**config.mk**
```make
export PLATFORM = sky130hd
export DESIGN_NAME = sata_dma_sched
export DESIGN_NICKNAME = d
export VERILOG_FILES = /design/src/rtl/sata_dma_sched_pkg.sv /design/src/rtl/sata_dma_chunk_calc.sv /design/src/rtl/sata_dma_sched.sv
export SDC_FILE = /design/constraint.sdc
export NUM_CORES = 1
export LEC_CHECK = 0
export BUFFER_PORTS_ARGS = -buffer_cell sky130_fd_sc_hd__buf_2
export CAP_MARGIN = 20
export CORE_MARGIN = 3
export CORE_UTILIZATION = 40
export DETAILED_ROUTE_END_ITERATION = 16
export GPL_TIMING_DRIVEN = 0
export PLACE_DENSITY = 0.68
export SLEW_MARGIN = 20
export SYNTH_ARGS = -nofsm -noshare
export SYNTH_HDL_FRONTEND = slang
export SYNTH_SLANG_ARGS = --single-unit
```
**constraint.sdc**
```tcl
create_clock -name sys_clk -period 10.1 [get_ports sys_clk]
set_input_delay 1.515 -clock sys_clk [delete_from_list [all_inputs] [get_ports sys_clk]]
set_output_delay 1.515 -clock sys_clk [all_outputs]
set_load 0.01 [all_outputs]
```
**src/rtl/sata_dma_sched_pkg.sv**
```systemverilog
// Shared types and constants for the SATA DMA two-port chunking scheduler.
package sata_dma_sched_pkg;

  typedef enum logic [1:0] {
    StIdle,
    StIssue,
    StNext,
    StDone
  } state_e;

  localparam logic PORT_CMD  = 1'b0;
  localparam logic PORT_DATA = 1'b1;

  localparam int unsigned PAGE_BYTES = 4096;

endpackage

```
**src/rtl/sata_dma_chunk_calc.sv**
```systemverilog
// Chunk size = min(remain, C_MAX_CHUNK, bytes to next 4 KiB page).
// Page limiting is enabled by defining SATA_DMA_SCHED_4K_BOUNDARY_EN.
module sata_dma_chunk_calc
  import sata_dma_sched_pkg::*;
#(
  parameter int unsigned C_MAX_CHUNK = 512
) (
  input  logic [15:0] remain,
  input  logic [11:0] page_off,
  output logic [15:0] chunk
);

  localparam logic [15:0] MaxChunk = 16'(C_MAX_CHUNK);

  logic [15:0] bdry;
  logic [15:0] capped;

`ifdef SATA_DMA_SCHED_4K_BOUNDARY_EN
  assign bdry = 16'(PAGE_BYTES) - {4'd0, page_off};
`else
  logic unused_page_off;
  assign unused_page_off = ^page_off;
  assign bdry = 16'hFFFF;
`endif

  assign capped = (remain < MaxChunk) ? remain : MaxChunk;
  assign chunk  = (capped < bdry) ? capped : bdry;

endmodule

```
**src/rtl/sata_dma_sched.sv**
```systemverilog
// Round-robin two-port scheduler that splits transfers into DMA chunks.
// Optional 4 KiB page splitting: define SATA_DMA_SCHED_4K_BOUNDARY_EN.
module sata_dma_sched
  import sata_dma_sched_pkg::*;
#(
  parameter int unsigned C_MAX_CHUNK = 512,
  parameter int unsigned C_ADDR_W    = 32
) (
  input  logic                sys_clk,
  input  logic                sys_rst_n,
  input  logic                req0_valid,
  input  logic [C_ADDR_W-1:0] req0_addr,
  input  logic [15:0]         req0_len,
  input  logic                req0_wrt,
  output logic                req0_done,
  output logic                req0_aborted,
  input  logic                req1_valid,
  input  logic [C_ADDR_W-1:0] req1_addr,
  input  logic [15:0]         req1_len,
  input  logic                req1_wrt,
  output logic                req1_done,
  output logic                req1_aborted,
  input  logic                abort,
  output logic                dma_req,
  input  logic                dma_ack,
  output logic [C_ADDR_W-1:0] dma_address,
  output logic [15:0]         dma_length,
  output logic                dma_wrt,
  output logic                dma_sof,
  output logic                dma_eof,
  output logic                busy,
  output logic                grant_id
);

  state_e              state_q, state_d;
  logic                grant_q, grant_d;
  logic                last_grant_q, last_grant_d;
  logic                cur_wrt_q, cur_wrt_d;
  logic                first_q, first_d;
  logic                aborted_q, aborted_d;
  logic [C_ADDR_W-1:0] cur_addr_q, cur_addr_d;
  logic [15:0]         remain_q, remain_d;
  logic [15:0]         chunk;
  logic                issue;

  sata_dma_chunk_calc #(
    .C_MAX_CHUNK(C_MAX_CHUNK)
  ) u_chunk_calc (
    .remain  (remain_q),
    .page_off(cur_addr_q[11:0]),
    .chunk   (chunk)
  );

  always_ff @(posedge sys_clk or negedge sys_rst_n) begin
    if (!sys_rst_n) begin
      state_q      <= StIdle;
      grant_q      <= PORT_CMD;
      last_grant_q <= PORT_DATA;  // port 0 wins the first tie
      cur_wrt_q    <= 1'b0;
      first_q      <= 1'b0;
      aborted_q    <= 1'b0;
      cur_addr_q   <= '0;
      remain_q     <= '0;
    end else begin
      state_q      <= state_d;
      grant_q      <= grant_d;
      last_grant_q <= last_grant_d;
      cur_wrt_q    <= cur_wrt_d;
      first_q      <= first_d;
      aborted_q    <= aborted_d;
      cur_addr_q   <= cur_addr_d;
      remain_q     <= remain_d;
    end
  end

  always_comb begin
    state_d      = state_q;
    grant_d      = grant_q;
    last_grant_d = last_grant_q;
    cur_wrt_d    = cur_wrt_q;
    first_d      = first_q;
    aborted_d    = aborted_q;
    cur_addr_d   = cur_addr_q;
    remain_d     = remain_q;
    unique case (state_q)
      StIdle: begin
        if (!abort && (req0_valid || req1_valid)) begin
          if (req0_valid && req1_valid) grant_d = ~last_grant_q;
          else                          grant_d = req1_valid ? PORT_DATA : PORT_CMD;
          cur_addr_d = grant_d ? req1_addr : req0_addr;
          remain_d   = grant_d ? req1_len : req0_len;
          cur_wrt_d  = grant_d ? req1_wrt : req0_wrt;
          first_d    = 1'b1;
          aborted_d  = 1'b0;
          state_d    = (remain_d == 16'd0) ? StDone : StIssue;
        end
      end
      StIssue: begin
        if (dma_ack) begin
          cur_addr_d = cur_addr_q + C_ADDR_W'(chunk);
          remain_d   = remain_q - chunk;
          first_d    = 1'b0;
          if (remain_d == 16'd0) begin
            aborted_d = 1'b0;
            state_d   = StDone;
          end else if (abort) begin
            aborted_d = 1'b1;
            state_d   = StDone;
          end else begin
            state_d   = StNext;
          end
        end
      end
      StNext: begin
        if (abort) begin
          aborted_d = 1'b1;
          state_d   = StDone;
        end else begin
          state_d   = StIssue;
        end
      end
      StDone: begin
        last_grant_d = grant_q;
        state_d      = StIdle;
      end
      default: state_d = StIdle;
    endcase
  end

  // Chunk outputs are gated so they read zero outside ISSUE (incl. reset).
  always_comb begin
    issue        = (state_q == StIssue);
    dma_req      = issue;
    dma_address  = issue ? cur_addr_q : '0;
    dma_length   = issue ? chunk : 16'd0;
    dma_wrt      = issue & cur_wrt_q;
    dma_sof      = issue & first_q;
    dma_eof      = issue & (chunk == remain_q);
    busy         = (state_q != StIdle);
    grant_id     = grant_q;
    req0_done    = (state_q == StDone) && (grant_q == PORT_CMD);
    req1_done    = (state_q == StDone) && (grant_q == PORT_DATA);
    req0_aborted = req0_done & aborted_q;
    req1_aborted = req1_done & aborted_q;
  end

endmodule

```
==> results of run 1 <==
[synth_stat cells, types with 3 or more instances]
library cell / n / share of area [%]
or4_1: 5 / 0.67
inv_1: 22 / 1.5
a21oi_1: 64 / 5.7
o21ai_0: 38 / 3.4
nor2_1: 40 / 2.7
nand3_1: 7 / 0.63
a21oi_2: 3 / 0.47
and2_1: 44 / 4.9
a211oi_1: 11 / 1.5
nor3_1: 21 / 1.9
or3_1: 5 / 0.56
a31oi_1: 5 / 0.56
o21bai_1: 3 / 0.40
o211ai_1: 6 / 0.80
o21a_1: 3 / 0.40
and3_1: 13 / 1.5
a21o_1: 10 / 1.3
ha_1: 36 / 8.0
o22ai_1: 13 / 1.5
nor2b_1: 10 / 1.1
buf_2: 9 / 0.80
dfrtp_1: 54 / 24
nand4_1: 11 / 1.2
xnor2_1: 11 / 1.7
mux2_2: 20 / 4.0
nor4_1: 4 / 0.45
nand2_1: 68 / 4.6
clkbuf_1: 27 / 1.8
xor2_1: 12 / 1.9
or2_2: 4 / 0.45
mux2i_1: 50 / 8.9
buf_4: 6 / 0.80
o21ai_1: 7 / 0.63
o211a_1: 3 / 0.54
[area by class of cell]
| type | instances | area, sq um |
|---|---|---|
| antenna | 1 | 2.50 |
| buffer | 45 | 221 |
| clock buffer | 6 | 129 |
| clock inverter | 1 | 30.0 |
| fill | 1366 | 6630 |
| inverter | 24 | 90.1 |
| multi-input combinational | 584 | 3970 |
| sequential | 55 | 1380 |
| tap | 176 | 220 |
| timing repair buffer | 155 | 778 |
[power groups by stage]
stage / logic, mW / registers [mW] / clock network [mW]
floorplan: 1.15 / 0.412 / 0
global placement: 1.55 / 0.443 / 0
detailed placement: 1.56 / 0.446 / 0
CTS: 1.57 / 0.442 / 0.202
global route: 1.77 / 0.460 / 0.212
finish: 1.59 / 0.444 / 0.200
[worst max-delay path: cells and delay by family (launching register included)]
kind                     cells  cell delay, ns
buffers and inverters        3            0.63
flip-flops                   1            0.40
AND/OR/NAND/NOR              6            1.68
adder cells (fa/ha/maj)      1            0.41
[sequential cells by signal, summed over array words and instances (netlist names)]
name          count
remain_q         16
last_grant_q      1
grant_id          1
first_q           1
cur_wrt_q         1
aborted_q         1
cur_addr_q       32
state_q           2
[per-layer routing]
layer / global-route usage, % / wire [um] / part of all wire (%) / up-vias
li1: - / - / - / 2843
met1: 31.6 / 8380 / 47 / 2606
met2: 37.0 / 8110 / 46 / 188
met3: 3.22 / 959 / 5.4 / 18
met4: 4.06 / 245 / 1.4 / 0
met5: 0 / 0 / 0 / -
[worst max-delay path by stage]
stage	from	to	slack, ns	cells after the start
3_5_place_dp	remain_q[12]	dma_eof	5.46	10
5_1_grt	remain_q[12]	dma_eof	4.92	10
4_1_cts	remain_q[12]	dma_eof	5.14	10
3_3_place_gp	remain_q[12]	dma_eof	5.42	10
6_report	remain_q[12]	dma_eof	5.16	10
2_1_floorplan	remain_q[12]	dma_eof	5.96	9
[per-stage QoR]
stage,setup WS (ns),power (mW),cells
3_3_place_gp,5.42,2.00,1039
4_1_cts,5.14,2.22,1046
2_1_floorplan,5.96,1.57,708
6_report,5.16,2.23,1047
3_5_place_dp,5.46,2.01,1039
5_1_grt,4.92,2.44,1046
[logic make-up (layout without fill, tap and decap cells)]
family,count (synthesis),count (layout),share of synthesized area [%]
compound gates,192,192,22.1
xor+xnor,23,23,3.60
fa+ha+maj,38,38,8.75
buf+inv,69,231,5.56
flops,55,55,24.6
mux,70,70,13.0
other cells,2,18,0.134
simple gates,244,244,22.3
==> impl_metrics.toml, run 1 <==
[status]
outcome = "complete, no violations"

[floorplanning]
placeable_core_region_sq_um = 13500
die-width_um = 124
initial_core_util_pct = 41.6
boundaryPins = 162
die-area_sq_um = 15500
die_h_um = 124
std_cell_rows = 42

[synthesis]
synth_cell_type_count = 72
post_synth.cell_area_avg_sq_um = 8.08
post_syn_instances = 693
postSynthRegisterBits = 55
post_synth_instance_area_sq_um = 5600
yosys_warnings = 0
share_of_the_yosys_chip_area_belonging_to_registers_pct = 24.6
synthArstFlopShare_pct = 100
synth-edff-count = 0
most_used_flip_flop_cell_after_synthesis = "dfrtp_1"

[drt]
ant_nets = 0
drt_first_pass_iters = 5
drc_errors = 0
vias_per_cell = 5.40
first_iter_violations = 475
route.detailed.wl_per_inst_um = 16.9
dr_total_vias = 5655
wirelength_um = 17700

[timing]
worst_slew_margin_relative_to_its_limit_pct = 46.8
fmaxAchievable_ghz = 0.203
clock-skew-final_ns = 0.00726
min_period_over_period_pct = 48.9
setup_violations = 0
period_minus_slack_ns = 4.94
grt_setup_unrepaired = "no"
final_max_slew_viol_count = 0
hold_violations = 0
setup_total_negative_slack_ns = 0
worstMarginPinSlew_ns = 0.792
worst_hold_slack_ns = 0.487

[critical_path]
cp.required_ns = 8.59
worst_ep_arrival_time_ns = 3.42
setup.worst_path.end_class = "output pin"
critical-path-top-cell-by-count = "nor4_1"
worst_path_max_delay_cell = "or4_1"
path_cells = "or4_1, nor4_1, clkbuf_1, and2_1, inv_1, ha_1, and4_1, nand4_1, nor4_1, buf_2"
cpPeakStageDelay_ns = 0.56
rr_endpoint = "aborted_q"
crit-reg2reg-launch = "remain_q[12]"
criticalPathCategory = "flip-flop to output pin"
worst_setup_path_start_kind = "flip-flop"
reg2reg_setup_slack_ns = 5.49
cells_on_worst_reg2reg_path = 16
crit_fanout = 10

[power_and_ir_drop]
seq_power_share_pct = 19.9
ir_worst_vdd_v = 0.000165
total_leakage_power_nw = 3.29
p_per_area_nw_per_um2 = 327
comb_power_share_pct = 71.2
netSwitchingPower_mw = 1.15
share_clk_of_total_power_pct = 9.0
switching_share_pct = 51.7
internal_power_mw = 1.08

[global_route]
number_of_global_route_vias_before_repair = 5625
groute.usage.overall_pct = 22.4
grt_pass1_wl_um = 28700
pin_count_of_the_biggest_net_entering_global_routing = 56
number_of_antenna_violations_at_the_first_check_in_global_routing = 0
grt_remaining_overflow = 0

[final_layout]
syn_to_final_growth_pct = 21.7
commonest_non_fill_non_tap_cells_in_the_layout = "buf_2 (163), nand2_1 (68), a21oi_1 (64), dfrtp_1 (54), mux2i_1 (50)"
final_nets = 1012
finish.utilization_pct = 50.7
design_area_sq_um = 6820
fraction_of_final_layout_cells_with_drive_strength_greater_than_1_pct = 25.5
layout.cells.most_common = "buf_2"

[clocking]
cts_setup_buffers = 0
cts_max_path_buffers = 2
clk_latency_ns = 0.30
reg_clk_slew_reported_paths_ns = 0.07
cts.hold.buffers_added = 0
cts_htree_levels = 2
clock_sink_count = 55
clock_tree_from_tritoncts = "yes"
cts-buffers-inserted = 5
post_cts_resize_count = 0
ctsRootBufferMaster = "clkbuf_16"

[min_path]
min_delay_worst_endpoint = "cur_wrt_q"
min_path_cells = 2
hold_start = "cur_wrt_q"
worst_hold_path_type = "flip-flop to flip-flop"

[run]
timing.max_cap.violations = 0

[place]
gpl.final_weighted_congestion = 0.915
placed_area_sq_um = 6660
sum_of_net_half_perimeters_after_detailed_placement_um = 14100
portBuffers = 155
Power figures use the tool's default switching activity.
==> run 2, diff against run 1 <==
==> constraint.sdc (replaced) <==
create_clock -name sys_clk -period 4.6 [get_ports sys_clk]
set_input_delay 0.69 -clock sys_clk [delete_from_list [all_inputs] [get_ports sys_clk]]
set_output_delay 0.69 -clock sys_clk [all_outputs]
set_load 0.01 [all_outputs]
==> impl_metrics.toml, run 2 (synthesis results as in run 1) <==
[final_layout]
max_ffs_per_register = 32
final_nets = 1012
top_regs = "cur_addr_q (32), remain_q (16), state_q (2)"
syn_to_final_growth_pct = 21.9
design_area_sq_um = 6830
fraction_of_final_layout_cells_with_drive_strength_greater_than_1_pct = 25.9
layout.cells.most_common = "buf_2"
largest_register = "cur_addr_q"
commonest_non_fill_non_tap_cells_in_the_layout = "buf_2 (163), nand2_1 (68), a21oi_1 (64), dfrtp_1 (54), mux2i_1 (50)"

[timing]
worst_slew_margin_relative_to_its_limit_pct = 46.8
min_period_over_period_pct = 94.9
worstMarginPinSlew_ns = 0.792
fmaxAchievable_ghz = 0.229
setup_ws_ns = 0.235
grt_setup_unrepaired = "no"
hold_violations = 0
setup_violations = 0
clock-skew-final_ns = 0.00746
setup_total_negative_slack_ns = 0
period_minus_slack_ns = 4.37
final_max_slew_viol_count = 0

[power_and_ir_drop]
report.power.total_mw = 4.91
total_leakage_power_nw = 3.29
p_per_area_nw_per_um2 = 719
ir_worst_vdd_v = 0.000363

[global_route]
pin_count_of_the_biggest_net_entering_global_routing = 56
met2_usage_pct = 37.0
globalRouteMet3Util_pct = 3.22
number_of_antenna_violations_at_the_first_check_in_global_routing = 0
grt_pass1_wl_um = 28700
grt_util_met1_pct = 31.6
gr-max-usage-layer = "met2"
groute.usage.overall_pct = 22.4
grt_remaining_overflow = 0
number_of_global_route_vias_before_repair = 5625

[critical_path]
worst_setup_path_start_kind = "flip-flop"
worst_ep_arrival_time_ns = 4.53
cp.required_ns = 4.76
crit_fanout = 10
crit-reg2reg-launch = "remain_q[12]"
reg2reg_setup_slack_ns = 0.23
cp-endpoint = "aborted_q"
cells_on_worst_reg2reg_path = 16
crit_path_start = "remain_q[12]"
setup.worst_path.end_class = "flip-flop"
criticalPathCategory = "flip-flop to flip-flop"
rr_endpoint = "aborted_q"

[floorplanning]
initial_core_util_pct = 41.6
boundaryPins = 162
placeable_core_region_sq_um = 13500
die-width_um = 124
std_cell_rows = 42
die_h_um = 124
die-area_sq_um = 15500

[clocking]
clock_sink_count = 55
cts_setup_buffers = 0
cts_htree_levels = 2
cts-buffers-inserted = 5
reg_clk_slew_reported_paths_ns = 0.07
cts_max_path_buffers = 2
clock_tree_from_tritoncts = "yes"
ctsRootBufferMaster = "clkbuf_16"
clk_latency_ns = 0.30

[min_path]
worst_hold_path_type = "input pin to asynchronous set/reset pin"

[run]
timing.max_cap.violations = 0

[drt]
ant_nets = 0
drc_errors = 0
drt_first_pass_iters = 5
vias_per_cell = 5.43
first_iter_violations = 411
dr_total_vias = 5681
route.detailed.wl_per_inst_um = 16.9
wirelength_um = 17700

[place]
placed_area_sq_um = 6660
gpl.final_weighted_congestion = 0.915
dp_slack_ns = 0.0538
sum_of_net_half_perimeters_after_detailed_placement_um = 14100
portBuffers = 155

[status]
outcome = "complete, no violations"
run 2: final cells by class:
class                      instances  area [sq um]
multi-input combinational        584          3980
buffer                            45           226
clock inverter                     1          30.0
clock buffer                       6           129
antenna                            1          2.50
timing repair buffer             155           778
sequential                        55          1380
inverter                          24          90.1
tap                              176           220
fill                            1366          6620
run 2: how the worst min path moves through the flow:
stage	to	slack [ns]	cells past startpoint
after global routing	first_q	0.51	2
after floorplan	aborted_q	0.39	0
after CTS	cur_addr_q[18]	0.49	1
after detailed placement	first_q	0.48	2
final	cur_addr_q[18]	0.45	1
after global placement	first_q	0.46	2
run 2: power breakdown:
group	internal (mW)	switching, mW	leakage (nW)	total (mW)
clock network	0.255	0.185	0.0769	0.440
logic	1.38	2.11	2.57	3.49
registers	0.735	0.241	0.649	0.976
total	2.37	2.54	3.29	4.91
run 2: critical path, cell delays in order (launching register included):
cell and delay, ns:
dfrtp_1 0.40, or4_1 0.59, nor4_2 0.22, clkbuf_4 0.28, inv_1 0.12, nor2_1 0.17
ha_1 0.21, inv_1 0.06, fa_1 0.39, nand3_1 0.14, a21oi_1 0.12, o41ai_2 0.33
a21oi_1 0.12, xor2_1 0.19, or4_1 0.53, nor3_1 0.21, a31oi_1 0.11
run 2: per-layer routing:
layer | wire [um] | part of all wire (%)
met3 | 1070 | 6.0
met2 | 8210 | 46
met5 | 0 | 0
met1 | 8240 | 47
met4 | 199 | 1.1
run 2: repair_timing:
item	in CTS	in global routing
hold buffers	0	0
setup endpoints to repair	0	2
gates resized for setup	0	7
run 2: per-stage QoR:
step / hold slack (ns) / std cells / util (%)
after floorplan: 0.394 / 708 / -
after global placement: 0.458 / 1039 / 49.5
after detailed placement: 0.477 / 1039 / 49.5
after CTS: 0.491 / 1046 / 50.7
after global routing: 0.508 / 1046 / 50.8
final: 0.452 / 1047 / 50.8
==> run 3, diff against run 2 <==
--- a/config.mk
+++ b/config.mk
@@ -15,4 +15,5 @@
 export SLEW_MARGIN = 20
 export SYNTH_ARGS = -nofsm -noshare
 export SYNTH_HDL_FRONTEND = slang
+export SYNTH_HIERARCHICAL = 1
 export SYNTH_SLANG_ARGS = --single-unit
==> impl_metrics.toml, run 3 <==
[power_and_ir_drop]
total_leakage_power_nw = 3.30
seq_power_share_pct = 21.5
internal_power_mw = 2.30
report.power.total_mw = 4.73
ir_worst_vdd_v = 0.000311
comb_power_share_pct = 69.4
netSwitchingPower_mw = 2.43
switching_share_pct = 51.4
share_clk_of_total_power_pct = 9.1
p_per_area_nw_per_um2 = 706

[critical_path]
critPathTopFamily = "compound AO/OA/AOI/OAI gates"
path_cells = "nor4_4, and4b_1, ha_1, inv_1, fa_1, nor2b_1, o31ai_1, a211oi_1, o21ai_0, a211oi_2, nand2_1, a221oi_1, o31ai_1"
worst_ep_arrival_time_ns = 4.39
criticalPathCategory = "flip-flop to flip-flop"
crit-reg2reg-launch = "remain_q[15]"
critical-path-top-cell-by-count = "o31ai_1"
crit_fanout = 10
worst_setup_path_start_kind = "flip-flop"
setup.worst_path.end_class = "flip-flop"
cpPeakStageDelay_ns = 0.57
cells_on_worst_reg2reg_path = 13
cp.required_ns = 4.79
reg2reg_setup_slack_ns = 0.40
worstPathBufferInverterCount = 1
worst_path_max_delay_cell = "nor4_4"
rr_endpoint = "cur_addr_q[28]"

[place]
portBuffers = 155
sum_of_net_half_perimeters_after_detailed_placement_um = 14300
gpl.final_weighted_congestion = 0.945

[timing]
min_period_over_period_pct = 91.4
clock-skew-final_ns = 0.0129
period_minus_slack_ns = 4.20
worst_slew_margin_relative_to_its_limit_pct = 50.0
setup_violations = 0
worstMarginPinSlew_ns = 0.750
fmaxAchievable_ghz = 0.238
setup_total_negative_slack_ns = 0
final_max_slew_viol_count = 0
grt_setup_unrepaired = "no"
hold_violations = 0

[floorplanning]
die_h_um = 124
die-width_um = 124
placeable_core_region_sq_um = 13400
initial_core_util_pct = 41.2
die-area_sq_um = 15300
boundaryPins = 162
std_cell_rows = 42

[drt]
ant_nets = 0
vias_per_cell = 5.55
dr_wl_met3_um = 1170
dr_total_vias = 5612
first_iter_violations = 508
routed.top_layer = "met4"
met2_wirelength_um = 8180
wirelength_um = 17900
route.detailed.wl_per_inst_um = 17.7
met1_length_um = 8270
drc_errors = 0
drt_first_pass_iters = 5

[min_path]
worst_hold_path_type = "input pin to asynchronous set/reset pin"

[synthesis]
synthDominantCellAreaShare_pct = 24.5
post_synth_instance_area_sq_um = 5530
post_syn_instances = 667
post-synth-top-count-cell = "nand2_1"
synth_top_cells_by_area = "dfrtp_1 (24%), mux2i_1 (9.8%), ha_1 (8.2%), a21oi_1 (4.7%), and2_1 (4.1%)"
share_of_the_yosys_chip_area_belonging_to_registers_pct = 24.9
synthArstFlopShare_pct = 100
synth_cell_type_count = 71
yosys_warnings = 6
synth-edff-count = 0
postSynthRegisterBits = 55
post_synth.cell_area_avg_sq_um = 8.29
synth_top_cell_by_area = "dfrtp_1"
synth.cells.most_frequent = "nand2_1 (56), dfrtp_1 (54), mux2i_1 (54)"
most_used_flip_flop_cell_after_synthesis = "dfrtp_1"

[global_route]
number_of_antenna_violations_at_the_first_check_in_global_routing = 0
grt_remaining_overflow = 0
number_of_global_route_vias_before_repair = 5399
pin_count_of_the_biggest_net_entering_global_routing = 56
grt_pass1_wl_um = 28000
groute.usage.overall_pct = 23.6

[clocking]
cts.hold.buffers_added = 0
clock_sink_count = 55
cts_max_path_buffers = 2
ctsRootBufferMaster = "clkbuf_16"
clk_latency_ns = 0.31
cts_htree_levels = 2
reg_clk_slew_reported_paths_ns = 0.09
cts_setup_buffers = 0
cts-buffers-inserted = 5
clock_tree_from_tritoncts = "yes"
post_cts_resize_count = 0

[final_layout]
syn_to_final_growth_pct = 21.3
antenna-diode-count = 0
layout.cells.most_common = "buf_2"
largest_register = "cur_addr_q"
commonest_non_fill_non_tap_cells_in_the_layout = "buf_2 (160), nand2_1 (56), mux2i_1 (54), dfrtp_1 (54), nor2_1 (53)"
top_regs = "cur_addr_q (32), remain_q (16), state_q (2)"
num-fill-cells = 1356
max_ffs_per_register = 32
fraction_of_final_layout_cells_with_drive_strength_greater_than_1_pct = 25.4
final_nets = 976
final-seq-area_sq_um = 1380
multi_input_area_sq_um = 3860

[status]
outcome = "complete, no violations"

[run]
timing.max_cap.violations = 0
==> run 3: layout make-up <==
type | count | share of cell area, %
clock buffers | 6 | 2.07
repair buffers | 155 | 11.6
well taps | 176 | 3.29
clock inverters | 2 | 0.299
inverters | 30 | 1.68
multi-input cells | 550 | 57.5
flip-flops and latches | 55 | 20.6
plain buffers | 37 | 2.97
==> run 3: through the flow <==
| step | util, % | hold slack (ns) | instance area (sq um) | instances | setup slack [ns] |
|---|---|---|---|---|---|
| floorplan | - | 0.394 | 5550 | 672 | 1.23 |
| global placement | 48.8 | 0.453 | 6540 | 1003 | 0.501 |
| detailed placement | 48.8 | 0.462 | 6540 | 1003 | 0.435 |
| CTS | 50.0 | 0.478 | 6700 | 1011 | 0.432 |
| global route | 50.0 | 0.509 | 6700 | 1011 | 0.0238 |
| finish | 50.0 | 0.442 | 6700 | 1011 | 0.396 |
==> run 3: kinds of logic (layout without fill, tap and decap cells) <==
kind of cell,Yosys count,after routing,share of synthesized area (%)
adders and majority gates,38,38,8.87
DFF,55,55,24.9
buffers and inverters,67,230,5.64
xor gates and xnor gates,22,22,3.49
muxes,75,75,14.1
and+or+nand+nor,233,233,22.1
AOI/OAI and AO/OA,176,176,20.8
other,1,6,0.0679
==> run 3: power by group through the flow <==
stage                     Combinational, mW  Sequential [mW]  Clock, mW
after floorplan                        2.40            0.934          0
after global placement                 3.21             1.01          0
after detailed placement               3.24             1.02          0
after CTS                              3.26             1.01      0.430
after global routing                   3.67             1.06      0.457
final                                  3.28             1.02      0.431
==> run 3: how the worst max path moves through the flow <==
stage                       from              to  cells after the start
CTS                 remain_q[15]  cur_addr_q[22]                     12
global route        remain_q[15]  cur_addr_q[28]                     13
global placement    remain_q[15]  cur_addr_q[22]                     12
detailed placement  remain_q[15]  cur_addr_q[22]                     12
floorplan           remain_q[15]  cur_addr_q[28]                     13
finish              remain_q[15]  cur_addr_q[28]                     13
==> run 3: routing by layer <==
layer	track usage, %	vias up
li1	-	2752
met1	32.6	2629
met2	39.3	212
met3	2.97	19
met4	5.54	0
met5	0	-
==> run 3: worst reg2reg max path: stages (launching register included) <==
cell	delay [ns]
dfrtp_1	0.45
nor4_4	0.57
and4b_1	0.35
ha_1	0.23
inv_1	0.07
fa_1	0.40
nor2b_1	0.17
o31ai_1	0.11
a211oi_1	0.40
o21ai_0	0.29
a211oi_2	0.52
nand2_1	0.16
a221oi_1	0.27
o31ai_1	0.11
